**src/rtl/adpll_pkg.sv**
```systemverilog
// Shared types and helpers for the ADPLL phase detector slice.
// PFD state encoding, detector mode constants and a saturating increment.
package adpll_pkg;

  typedef enum logic [1:0] {
    PFD_IDLE = 2'b00,
    PFD_UP   = 2'b01,
    PFD_DN   = 2'b10
  } pfd_state_e;

  localparam int MODE_LINEAR   = 0;
  localparam int MODE_BANGBANG = 1;

  function automatic logic [31:0] sat_inc(input logic [31:0] value, input logic [31:0] limit);
    return (value >= limit) ? limit : value + 32'd1;
  endfunction

endpackage

```
**src/rtl/pfd_edge_sync.sv**
```systemverilog
// Multi-flop synchroniser for an asynchronous clock-like input, followed by
// a rising-edge detector in the system clock domain.
module pfd_edge_sync #(
  parameter int SYNC_STAGES = 2
) (
  input  logic clk,
  input  logic rst_n,
  input  logic async_in,
  output logic rise
);

  logic [SYNC_STAGES-1:0] sync_q;
  logic                   dly_q;

  always_ff @(posedge clk or negedge rst_n) begin
    if (!rst_n) begin
      sync_q <= '0;
      dly_q  <= 1'b0;
    end else begin
      sync_q <= {sync_q[SYNC_STAGES-2:0], async_in};
      dly_q  <= sync_q[SYNC_STAGES-1];
    end
  end

  assign rise = sync_q[SYNC_STAGES-1] & ~dly_q;

endmodule

```
**src/rtl/pfd_phase_counter.sv**
```systemverilog
// Synchronous tri-state phase-frequency detector: measures ref/feedback edge
// spacing in system-clock cycles, reports signed error, cycle slips and lock.
module pfd_phase_counter
  import adpll_pkg::*;
#(
  parameter int CNT_W       = 8,
  parameter int SYNC_STAGES = 2,
  parameter int MODE        = 0,
  parameter int LOCK_TOL    = 1,
  parameter int LOCK_CNT    = 16
) (
  input  logic                    CLK,
  input  logic                    RESET_b,
  input  logic                    IN_clk,
  input  logic                    FB_clk,
  output logic                    flagU,
  output logic                    flagD,
  output logic signed [CNT_W-1:0] err,
  output logic                    err_valid,
  output logic                    slip,
  output logic                    locked
);

  localparam logic [CNT_W-1:0] ERR_MAX  = {1'b0, {(CNT_W-1){1'b1}}};
  localparam int               LCW      = $clog2(LOCK_CNT + 1);
  localparam logic [LCW-1:0]   LOCK_TOP = LCW'(LOCK_CNT);

  logic e_ref, e_fb;

  pfd_edge_sync #(.SYNC_STAGES(SYNC_STAGES)) u_sync_ref (
    .clk      (CLK),
    .rst_n    (RESET_b),
    .async_in (IN_clk),
    .rise     (e_ref)
  );

  pfd_edge_sync #(.SYNC_STAGES(SYNC_STAGES)) u_sync_fb (
    .clk      (CLK),
    .rst_n    (RESET_b),
    .async_in (FB_clk),
    .rise     (e_fb)
  );

  pfd_state_e              state, state_n;
  logic [CNT_W-1:0]        cnt, cnt_n, cnt_inc;
  logic                    upd, slip_n;
  logic signed [CNT_W-1:0] raw, err_d;

  assign cnt_inc = CNT_W'(sat_inc(32'(cnt), 32'(ERR_MAX)));

  always_comb begin
    state_n = state;
    cnt_n   = cnt;
    upd     = 1'b0;
    slip_n  = 1'b0;
    raw     = '0;
    unique case (state)
      PFD_IDLE: begin
        if (e_ref && e_fb) begin
          upd = 1'b1;
        end else if (e_ref) begin
          state_n = PFD_UP;
          cnt_n   = CNT_W'(1);
        end else if (e_fb) begin
          state_n = PFD_DN;
          cnt_n   = CNT_W'(1);
        end
      end
      PFD_UP: begin
        if (e_fb) begin
          upd = 1'b1;
          raw = cnt;
          // a coincident reference edge opens the next measurement at once
          if (e_ref) begin
            state_n = PFD_UP;
            cnt_n   = CNT_W'(1);
          end else begin
            state_n = PFD_IDLE;
            cnt_n   = '0;
          end
        end else if (e_ref) begin
          upd    = 1'b1;
          slip_n = 1'b1;
          raw    = ERR_MAX;
          cnt_n  = CNT_W'(1);
        end else begin
          cnt_n = cnt_inc;
        end
      end
      PFD_DN: begin
        if (e_ref) begin
          upd = 1'b1;
          raw = '0 - cnt;
          if (e_fb) begin
            state_n = PFD_DN;
            cnt_n   = CNT_W'(1);
          end else begin
            state_n = PFD_IDLE;
            cnt_n   = '0;
          end
        end else if (e_fb) begin
          upd    = 1'b1;
          slip_n = 1'b1;
          raw    = '0 - ERR_MAX;
          cnt_n  = CNT_W'(1);
        end else begin
          cnt_n = cnt_inc;
        end
      end
      default: begin
        state_n = PFD_IDLE;
        cnt_n   = '0;
      end
    endcase
  end

  always_comb begin
    err_d = raw;
    if (MODE == MODE_BANGBANG) begin
      if (raw == '0)        err_d = '0;
      else if (raw[CNT_W-1]) err_d = '1;
      else                   err_d = CNT_W'(1);
    end
  end

  always_ff @(posedge CLK or negedge RESET_b) begin
    if (!RESET_b) begin
      state     <= PFD_IDLE;
      cnt       <= '0;
      err       <= '0;
      err_valid <= 1'b0;
      slip      <= 1'b0;
      flagU     <= 1'b0;
      flagD     <= 1'b0;
    end else begin
      state     <= state_n;
      cnt       <= cnt_n;
      err_valid <= upd;
      slip      <= slip_n;
      flagU     <= (state_n == PFD_UP);
      flagD     <= (state_n == PFD_DN);
      if (upd) err <= err_d;
    end
  end

  // magnitude is one bit wider so negating the most negative value cannot wrap
  logic [CNT_W:0] err_mag;
  logic           in_tol;
  logic [LCW-1:0] lock_cnt, lock_cnt_n;

  assign err_mag = err[CNT_W-1] ? ((CNT_W+1)'(0) - {err[CNT_W-1], err}) : {1'b0, err};
  assign in_tol  = (err_mag <= (CNT_W+1)'(LOCK_TOL));

  always_comb begin
    lock_cnt_n = lock_cnt;
    if (slip) begin
      lock_cnt_n = '0;
    end else if (err_valid) begin
      lock_cnt_n = in_tol ? LCW'(sat_inc(32'(lock_cnt), 32'(LOCK_CNT))) : '0;
    end
  end

  always_ff @(posedge CLK or negedge RESET_b) begin
    if (!RESET_b) begin
      lock_cnt <= '0;
      locked   <= 1'b0;
    end else begin
      lock_cnt <= lock_cnt_n;
      locked   <= (lock_cnt_n == LOCK_TOP);
    end
  end

endmodule

```
**config.mk**
```make
export PLATFORM = sky130hd
export DESIGN_NAME = pfd_phase_counter
export DESIGN_NICKNAME = d
export VERILOG_FILES = /design/src/rtl/adpll_pkg.sv /design/src/rtl/pfd_edge_sync.sv /design/src/rtl/pfd_phase_counter.sv
export SDC_FILE = /design/constraint.sdc
export NUM_CORES = 1
export LEC_CHECK = 0
export BUFFER_PORTS_ARGS = -buffer_cell sky130_fd_sc_hd__buf_2
export CAP_MARGIN = 0
export CORE_MARGIN = 5
export CORE_UTILIZATION = 45
export CTS_BUF_LIST = sky130_fd_sc_hd__clkbuf_16
export DETAILED_ROUTE_END_ITERATION = 8
export PLACE_DENSITY_LB_ADDON = 0.12
export SLEW_MARGIN = 0
export SYNTH_ARGS = -nofsm -noshare
export SYNTH_HDL_FRONTEND = slang
export SYNTH_SLANG_ARGS = --single-unit
```
**constraint.sdc**
```tcl
create_clock -name CLK -period 2.86 [get_ports CLK]
set_clock_uncertainty 0.05 [all_clocks]
set_input_delay 0.715 -clock CLK [delete_from_list [all_inputs] [get_ports CLK]]
set_output_delay 0.715 -clock CLK [all_outputs]
set_load 0.01 [all_outputs]
```
==> results of run 1 <==
[layout make-up]
class / instances / area share [%]
clock inverter: 3 / 0.543
multi-input combinational: 173 / 46.7
tap: 52 / 2.82
inverter: 15 / 2.44
clock buffer: 5 / 5.43
sequential: 34 / 36.9
timing repair buffer: 21 / 5.10
[cells in the final DEF, fill, tap and decap left out, types with 5 or more instances in the layout]
master / netlist / final
nand2_1: 21 / 21
o21ai_0: 24 / 24
nor2_1: 26 / 26
a21oi_1: 12 / 12
nor2b_1: 6 / 6
buf_4: 0 / 5
clkbuf_16: 0 / 5
dfrtp_1: 34 / 34
ha_1: 9 / 9
inv_1: 15 / 16
buf_2: 6 / 16
[metrics by stage]
stage	utilization, %	cell area, µm²	total power [W]
finish	52.6	2300	0.00203
detailed placement	49.4	2170	0.00153
floorplan	-	2050	0.00131
CTS	52.6	2300	0.00205
global route	52.6	2300	0.00218
global placement	49.4	2170	0.00154
[cell usage after synthesis (all sizes together), types with 2 or more instances]
master and count:
o22ai 4, a32oi 4, a21boi 2, a41oi 2
xnor2 3, a2bb2oi 2, buf 6, o21bai 2
nor4 2, o221ai 2, a21oi 12, clkbuf 9
nor2 26, inv 15, and2 4, o2bb2ai 2
nand3 3, and3 4, a211oi 3, ha 9
a21o 2, nor3 4, o211ai 2, nor2b 6
nor3b 4, dfrtp 34, nand2b 4, a22oi 4
nand2 22, o21ai 25
[where the power goes]
part           internal [W]  total, W  switching, W  leakage, nW
Combinational      0.000367  0.000843      0.000476        0.553
Sequential         0.000576  0.000685      0.000108        0.443
Clock              0.000314  0.000499      0.000185       0.0724
Total               0.00126   0.00203      0.000770         1.07
[cells by family (layout without fill, tap and decap cells)]
kind of cell	count (synthesis)	count (layout)	synth area share [%]
fa+ha+maj	9	9	5.50
xor+xnor	4	4	1.71
buf+inv	30	44	5.86
compound gates	73	73	23.8
simple gates	87	87	21.6
flops	34	34	41.5
[routing by layer]
metal,track usage [%],part of all wire [%],wire length (µm),vias up
met5,0,0,0,-
met4,4.64,1.1,51,0
met3,3.94,4.7,213,4
met2,25.5,46,2070,40
met1,21.4,48,2160,831
li1,-,-,-,865
[flip-flops by register name, summed over array words and instances (netlist names)]
name and flops:
state 2, u_sync_ref.dly_q 1, err_valid 1, slip 1
locked 1, err 8, u_sync_fb.dly_q 1, u_sync_ref.sync_q 2
u_sync_fb.sync_q 2, flagU 1, flagD 1, lock_cnt 5
cnt 8
[worst paths after layout]
check | cells past startpoint | end
max in group asynchronous | 1 | locked
min in group asynchronous | 1 | u_sync_fb.sync_q[0]
worst max-delay path | 5 | cnt[7]
worst max register to register | 5 | cnt[7]
worst min register to register | 0 | u_sync_fb.sync_q[1]
worst min-delay path | 0 | u_sync_fb.sync_q[1]
[worst max-delay path, cell delays in order, from the launching register on]
cell,delay (ps)
dfrtp_1,410
inv_1,90
ha_1,310
nor2_1,180
o2111ai_1,400
o41ai_2,450
==> reports/metrics.csv, run 1 <==
metric;value;unit
largest net degree at the start of global routing;35;
critical path class;reg2reg;
Max Root-Sink Buffers;2;
Critical Path Sink Type;flop;
reg-to-reg slack, setup;870;ps
Initial Util;46.7;%
Synth-to-Final Area Change;12.5;%
Pleak;1.07;nW
synth top area cells;dfrtp_1 (42%), o21ai_0 (5.9%), ha_1 (5.5%);
Max IR drop VDD;0.343;mV
dpl ws;865;ps
Placed Instances;295;
Tot GR Track Use;15.9;%
Fillers;416;
worst min-delay path startpoint;u_sync_fb.sync_q[0];
Clock Sinks;34;
DIE AREA;6000;µm²
TNS Setup;0;ps
Root Driver;clkbuf_16;
first-pass GRT wire length;7980;µm
Min Hold Slack;297;ps
setup ws final;867;ps
Crit Path Max Fanout;11;
CTS Buf Count;5;
Post-synth EDFFs;0;
CP startpoint;state[0];
fin. max-slew vios;0;
ant diodes;0;
iteration-0 DRC count of the detailed router;64;
relative slew slack;47.2;%
Max Freq;502;MHz
nets;263;
worst r2r src;state[0];
Vias/cell;5.74;
Skew-Pair Late Insertion Delay;270;ps
routed len/inst;14.8;µm
post-synthesis sequential area ratio;41.5;%
Syn Std Cell Area;2050;µm²
Finished Layout Cells;303;
total congestion overflow;0;
Yosys top cell by area;dfrtp_1;
number of I/O pins;17;
gpl congestion;0.832;
Multi-input gate area;1080;µm²
vias;1740;
post-CTS sizing;0;
area share of the largest cell type after synthesis;41.5;%
crit path DAT;2120;ps
Avg Inst Size Synth;8.64;µm²
main flop type after synthesis;dfrtp_1;
DR pass1 iterations;5;
Antenna Nets Post-Route;0;
Hold Buf Count CTS;0;
synth warn;0;
worst-margin pin slew;791;ps
FF/Latch Area;851;µm²
core box area;4380;µm²
hpwl dp;3230;µm
die width;77.5;µm
number of core rows;24;
Final setup viols;0;
outcome;complete, no violations;
Port Buffer Count;16;
DRT Wirelength;4490;µm
FF+latch count, synth;34;
setup bufs post-CTS;0;
minimum clock period;1990;ps
vias in the first global route;1680;
min-delay worst type;reg2reg;
clk slew on worst S/H paths;50;ps
share of layout cells above drive strength 1;13.5;%
Synth async-reset ratio;100;%
RSZ-0062 raised after global routing;no;
DR DRC count;0;
CTS tree;yes;
Die H;77.5;µm
htree depth;2;
Cells after Synth;237;
Distinct cells, synth;47;
Worst Path Required;2980;ps
Final Hold Vio Count;0;
crit share post-route;69.7;%
Net Count, Synth;250;
startpoint type of the worst setup path;flop;
max-cap viol count;0;
initial antenna violation count;0;
PwrDens;879;nW/µm²
No activity file was read; power rests on OpenSTA's default activity.
==> inputs of run 2 (changes only) <==
Clock period 2.86 ns to 1.9 ns, I/O delays scaled along.
==> reports/metrics.csv, run 2 (synthesis results as in run 1) <==
metric;value;unit;change
commonest non-fill, non-tap cell in the layout;dfrtp_1;;
Antenna Nets Post-Route;0;;unchanged
gpl congestion;0.843;;+1.3%
Synth-to-Final Area Change;15.2;%;
critical path class;reg2reg;;
first-pass GRT wire length;7460;µm;-6.6%
Skew-Pair Late Insertion Delay;270;ps;about the same
CTS tree;yes;;
Int Pwr;0.00196;W;+56%
Crit Path Max Fanout;6;;-5
Hold Buf Count CTS;0;;unchanged
min-delay worst type;in2async;;
Worst Setup EP;cnt[7];;
Pleak;1.09;nW;+2.1%
Clock Power Share;23.2;%;-1.4 points
CP startpoint;cnt[1];;
crit path DAT;1910;ps;-210 ps
fin. max-slew vios;0;;unchanged
sw power;0.00116;W;+50%
Root Driver;clkbuf_16;;
max-cap viol count;0;;unchanged
vias in the first global route;1607;;-4.3%
htree depth;2;;unchanged
Vias/cell;5.62;;-2.1%
initial antenna violation count;0;;unchanged
largest net degree at the start of global routing;35;;unchanged
share of layout cells above drive strength 1;17.2;%;+3.6 points
FF/Latch Area;852;µm²;+0.15%
Multi-input gate area;1090;µm²;+0.93%
worst-margin pin slew;434;ps;-358 ps
worst reg2reg path depth;5;;unchanged
reg-to-reg slack, setup;110;ps;-750 ps
DR DRC count;0;;unchanged
switch share;37.1;%;-0.86 points
total congestion overflow;0;;unchanged
ant diodes;0;;unchanged
clk slew on worst S/H paths;50;ps;about the same
CP Cell Sequence;ha_1, and3_1, and3_1, a21o_1, o41ai_2;;
Worst Path Required;2020;ps;-960 ps
DR pass1 iterations;4;;-1
Clock Sinks;34;;unchanged
slowest stage cell on the critical path;dfrtp_1;;
nets;270;;+2.7%
vias;1732;;-0.46%
relative slew slack;71.1;%;+24 points
routed len/inst;14.0;µm;-5.7%
CTS Buf Count;5;;unchanged
Max Root-Sink Buffers;2;;unchanged
R2R Path End;cnt[7];;
Final setup viols;0;;unchanged
Final Hold Vio Count;0;;unchanged
Tot GR Track Use;15.0;%;-0.94 points
minimum clock period;1790;ps;-207 ps
DRT Wirelength;4310;µm;-4.1%
PwrDens;1320;nW/µm²;+50%
Port Buffer Count;16;;unchanged
Regs by FF count;cnt (8), err (8), lock_cnt (5);;
Initial Util;46.7;%;unchanged
die width;77.5;µm;unchanged
Critical Path Sink Type;flop;;
RSZ-0062 raised after global routing;no;;
startpoint type of the worst setup path;flop;;
Max Freq;560;MHz;+12%
Pwr Total;0.00312;W;+54%
most frequent CP cell;and3_1;;
iteration-0 DRC count of the detailed router;70;;+9.4%
Fillers;420;;+0.96%
Max IR drop VDD;0.686;mV;+100%
crit share post-route;94.0;%;+24 points
hpwl dp;3170;µm;-1.7%
combinational share of power;43.9;%;+2.3 points
number of I/O pins;17;;unchanged
commonest cells after routing, fill and taps aside;dfrtp_1 (33), nor2_1 (25), o21ai_0 (24), nand2_1 (21), buf_2 (16);;
Die H;77.5;µm;unchanged
TNS Setup;0;ps;unchanged
DIE AREA;6000;µm²;unchanged
number of core rows;24;;unchanged
power share of the sequential group;32.9;%;-0.9 points
worst r2r src;cnt[1];;
outcome;complete, no violations;;
Slowest Stage Delay on Critical Path;420;ps;-30 ps
core box area;4380;µm²;unchanged
run 2: cell types whose count changed in the layout (fill, tap and decap cells not counted), sizes merged:
| cell | previous run | this run |
|---|---|---|
| buf | 21 | 28 |
| inv | 16 | 15 |
| clkinv | 2 | 1 |
run 2: timing repair:
item | in CTS | in global routing
endpoints found under the setup margin | 0 | 5
gates resized for setup | 0 | 4
buffers inserted | 0 | 0
run 2: through the flow:
stage | util, % | cell area (µm²) | setup slack (ps) | std cells | hold WS, ps
after floorplan | - | 2050 | 60.3 | 237 | 129
after global placement | 50.6 | 2220 | 92.4 | 302 | 283
after detailed placement | 50.6 | 2220 | 41.3 | 302 | 287
after CTS | 53.6 | 2350 | 23.3 | 308 | 198
after global routing | 53.8 | 2360 | 2.67 | 308 | 229
final | 53.8 | 2360 | 114 | 308 | 186
run 2: power groups by stage:
stage                     logic [W]  registers, W  clock network, W
after floorplan            0.000951       0.00102                 0
after global placement      0.00135       0.00103                 0
after detailed placement    0.00135       0.00103                 0
after CTS                   0.00136       0.00102          0.000739
after global routing        0.00153       0.00105          0.000774
final                       0.00137       0.00102          0.000724
run 2: worst min path at each step:
stage | endpoint | cells after the start | slack, ps
2_1_floorplan | cnt[0] | 0 | 130
3_3_place_gp | u_sync_ref.sync_q[1] | 0 | 280
3_5_place_dp | u_sync_fb.sync_q[1] | 0 | 290
4_1_cts | u_sync_fb.sync_q[0] | 2 | 200
5_1_grt | flagU | 2 | 230
6_report | cnt[0] | 2 | 190
run 2: per-layer routing:
layer,vias up,part of all wire [%],track usage [%],wire [µm]
met5,-,0,0,0
met2,35,48,24.2,2050
met1,814,48,20.1,2070
li1,881,-,-,-
met4,0,0.44,4.12,19
met3,2,3.9,3.70,169
run 2: layout make-up:
class | count | share of cell area (%)
clock buffers | 5 | 5.30
clock inverters | 1 | 0.159
inverters | 15 | 2.39
multi-input cells | 173 | 46.1
flip-flops and latches | 34 | 36.1
well taps | 52 | 2.76
repair buffers | 28 | 7.21
run 2: worst max-delay path, delay by kind of cell (launching register included):
kind	cells	cell delay (ps)
AOI/OAI and AO/OA	2	570
and+or+nand+nor	2	420
DFF	1	420
adders and majority gates	1	220
==> inputs of run 3 (changes only) <==
Settings changed: CORE_UTILIZATION 45 to 25.
==> reports/metrics.csv, run 3 (synthesis results as in run 1) <==
metric;value;unit;change
outcome;complete, no violations;;
Finished Core Util;31.2;%;-23 points
die width;101;µm;+30%
largest net degree at the start of global routing;35;;unchanged
Antenna Nets Post-Route;0;;unchanged
fin. max-slew vios;0;;unchanged
minimum clock period;1760;ps;-29.2 ps
gpl congestion;0.742;;-12%
startpoint type of the worst setup path;flop;;
Max IR drop VDD;0.411;mV;-40%
Clock Sinks;34;;unchanged
DIE AREA;10100;µm²;+68%
relative slew slack;69.2;%;-1.9 points
share of layout cells above drive strength 1;20.2;%;+3.0 points
core box area;8090;µm²;+85%
Tot GR Track Use;10.8;%;-4.2 points
Clock Power Share;24.0;%;+0.8 points
number of I/O pins;17;;unchanged
DRT Wirelength;5060;µm;+17%
crit share post-route;92.5;%;-1.5 points
max-cap viol count;0;;unchanged
iteration-0 DRC count of the detailed router;85;;+21%
Vias/cell;4.75;;-16%
CTS tree;yes;;
power share of the sequential group;31.2;%;-1.7 points
Int Pwr;0.00203;W;+3.7%
DR pass1 iterations;4;;unchanged
Regs by FF count;cnt (8), err (8), lock_cnt (5);;
commonest cells after routing, fill and taps aside;dfrtp_1 (34), nor2_1 (25), o21ai_0 (24), nand2_1 (21), buf_4 (20);;
initial antenna violation count;0;;unchanged
htree depth;2;;unchanged
hpwl dp;3770;µm;+19%
switch share;37.7;%;+0.56 points
ant diodes;0;;unchanged
number of core rows;33;;+38%
Hold Buf Count CTS;0;;unchanged
PwrDens;1290;nW/µm²;-2.4%
Root Driver;clkbuf_16;;
Worst Path Required;2030;ps;about the same
crit path DAT;1880;ps;-30 ps
Initial Util;25.3;%;-21 points
Final setup viols;0;;unchanged
vias;1767;;+2.0%
combinational share of power;44.9;%;+1.0 points
DR DRC count;0;;unchanged
min-delay worst type;in2async;;
clk slew on worst S/H paths;60;ps;about the same
routed len/inst;13.6;µm;-2.8%
Final Hold Vio Count;0;;unchanged
sw power;0.00123;W;+6.2%
critical path class;reg2reg;;
total congestion overflow;0;;unchanged
RSZ-0062 raised after global routing;yes;;
vias in the first global route;1759;;+9.5%
Pwr Total;0.00326;W;+4.6%
nets;279;;+3.3%
Port Buffer Count;16;;unchanged
first-pass GRT wire length;8760;µm;+17%
CTS Buf Count;5;;unchanged
Max Freq;569;MHz;+1.7%
Pleak;1.15;nW;+5.7%
worst-margin pin slew;463;ps;+29.0 ps
commonest non-fill, non-tap cell in the layout;dfrtp_1;;
Die H;101;µm;+30%
Critical Path Sink Type;flop;;
Synth-to-Final Area Change;23.5;%;
Max Root-Sink Buffers;2;;unchanged
Fillers;892;;+110%
Skew-Pair Late Insertion Delay;280;ps;about the same
Crit Path Max Fanout;6;;unchanged
## run 3: cell types whose count changed in the layout (fill, tap and decap cells not counted), sizes merged
cell	previous run	this run
clkinvlp	0	1
buf	28	37
clkinv	1	2
## run 3: repair_timing
action | 4_1_cts | 5_1_grt
endpoints found under the setup margin | 0 | 7
setup buffers | 0 | 5
gates resized for setup | 0 | 4
## run 3: through the flow
stage | hold WS, ps | worst slack [ps] | setup TNS, ps | std cells | cell area [µm²]
floorplan | 129 | 60.3 | 0 | 237 | 2050
global placement | 283 | 36.0 | 0 | 359 | 2330
detailed placement | 286 | -3.19 | -3.19 | 359 | 2330
CTS | 103 | 1.61 | 0 | 367 | 2470
global route | 123 | -15.8 | -15.8 | 372 | 2530
finish | 99.3 | 143 | 0 | 372 | 2530
## run 3: cell type report
cell class,count,area [µm²],share of cell area (%)
well taps,105,131,5.20
flip-flops and latches,34,851,33.6
repair buffers,37,250,9.90
clock buffers,5,125,4.95
inverters,15,56.3,2.23
clock inverters,3,16.3,0.643
multi-input cells,173,1100,43.4
## run 3: worst max-delay path: stages, from the launching register on
cell and delay, ps:
dfrtp_1 410, ha_1 220, and3_1 220, and3_1 200, a21o_1 250, o41ai_2 320
## run 3: worst paths after layout
path	from	to	slack, ps	cells after the start
min in group CLK	FB_clk	u_sync_fb.sync_q[0]	250	1
min	RESET_b	lock_cnt[3]	100	2
max reg2reg	cnt[1]	cnt[7]	140	5
max	cnt[1]	cnt[7]	140	5
max in group asynchronous	RESET_b	cnt[5]	1510	2
min reg2reg	u_sync_ref.sync_q[0]	u_sync_ref.sync_q[1]	300	0
## run 3: power by group through the flow
stage	logic [W]	registers [W]	clock network, W
after global routing	0.00165	0.00104	0.000838
after detailed placement	0.00139	0.00103	0
after floorplan	0.000951	0.00102	0
final	0.00146	0.00102	0.000782
after global placement	0.00141	0.00104	0
after CTS	0.00139	0.00102	0.000820
## run 3: layer usage
| metal | wire length [µm] | global-route usage [%] | vias to the layer above |
|---|---|---|---|
| met5 | 0 | 0 | - |
| met4 | 66 | 3.42 | 0 |
| met3 | 216 | 2.49 | 5 |
| met2 | 2410 | 18.0 | 34 |
| met1 | 2360 | 13.7 | 831 |
| li1 | - | - | 897 |
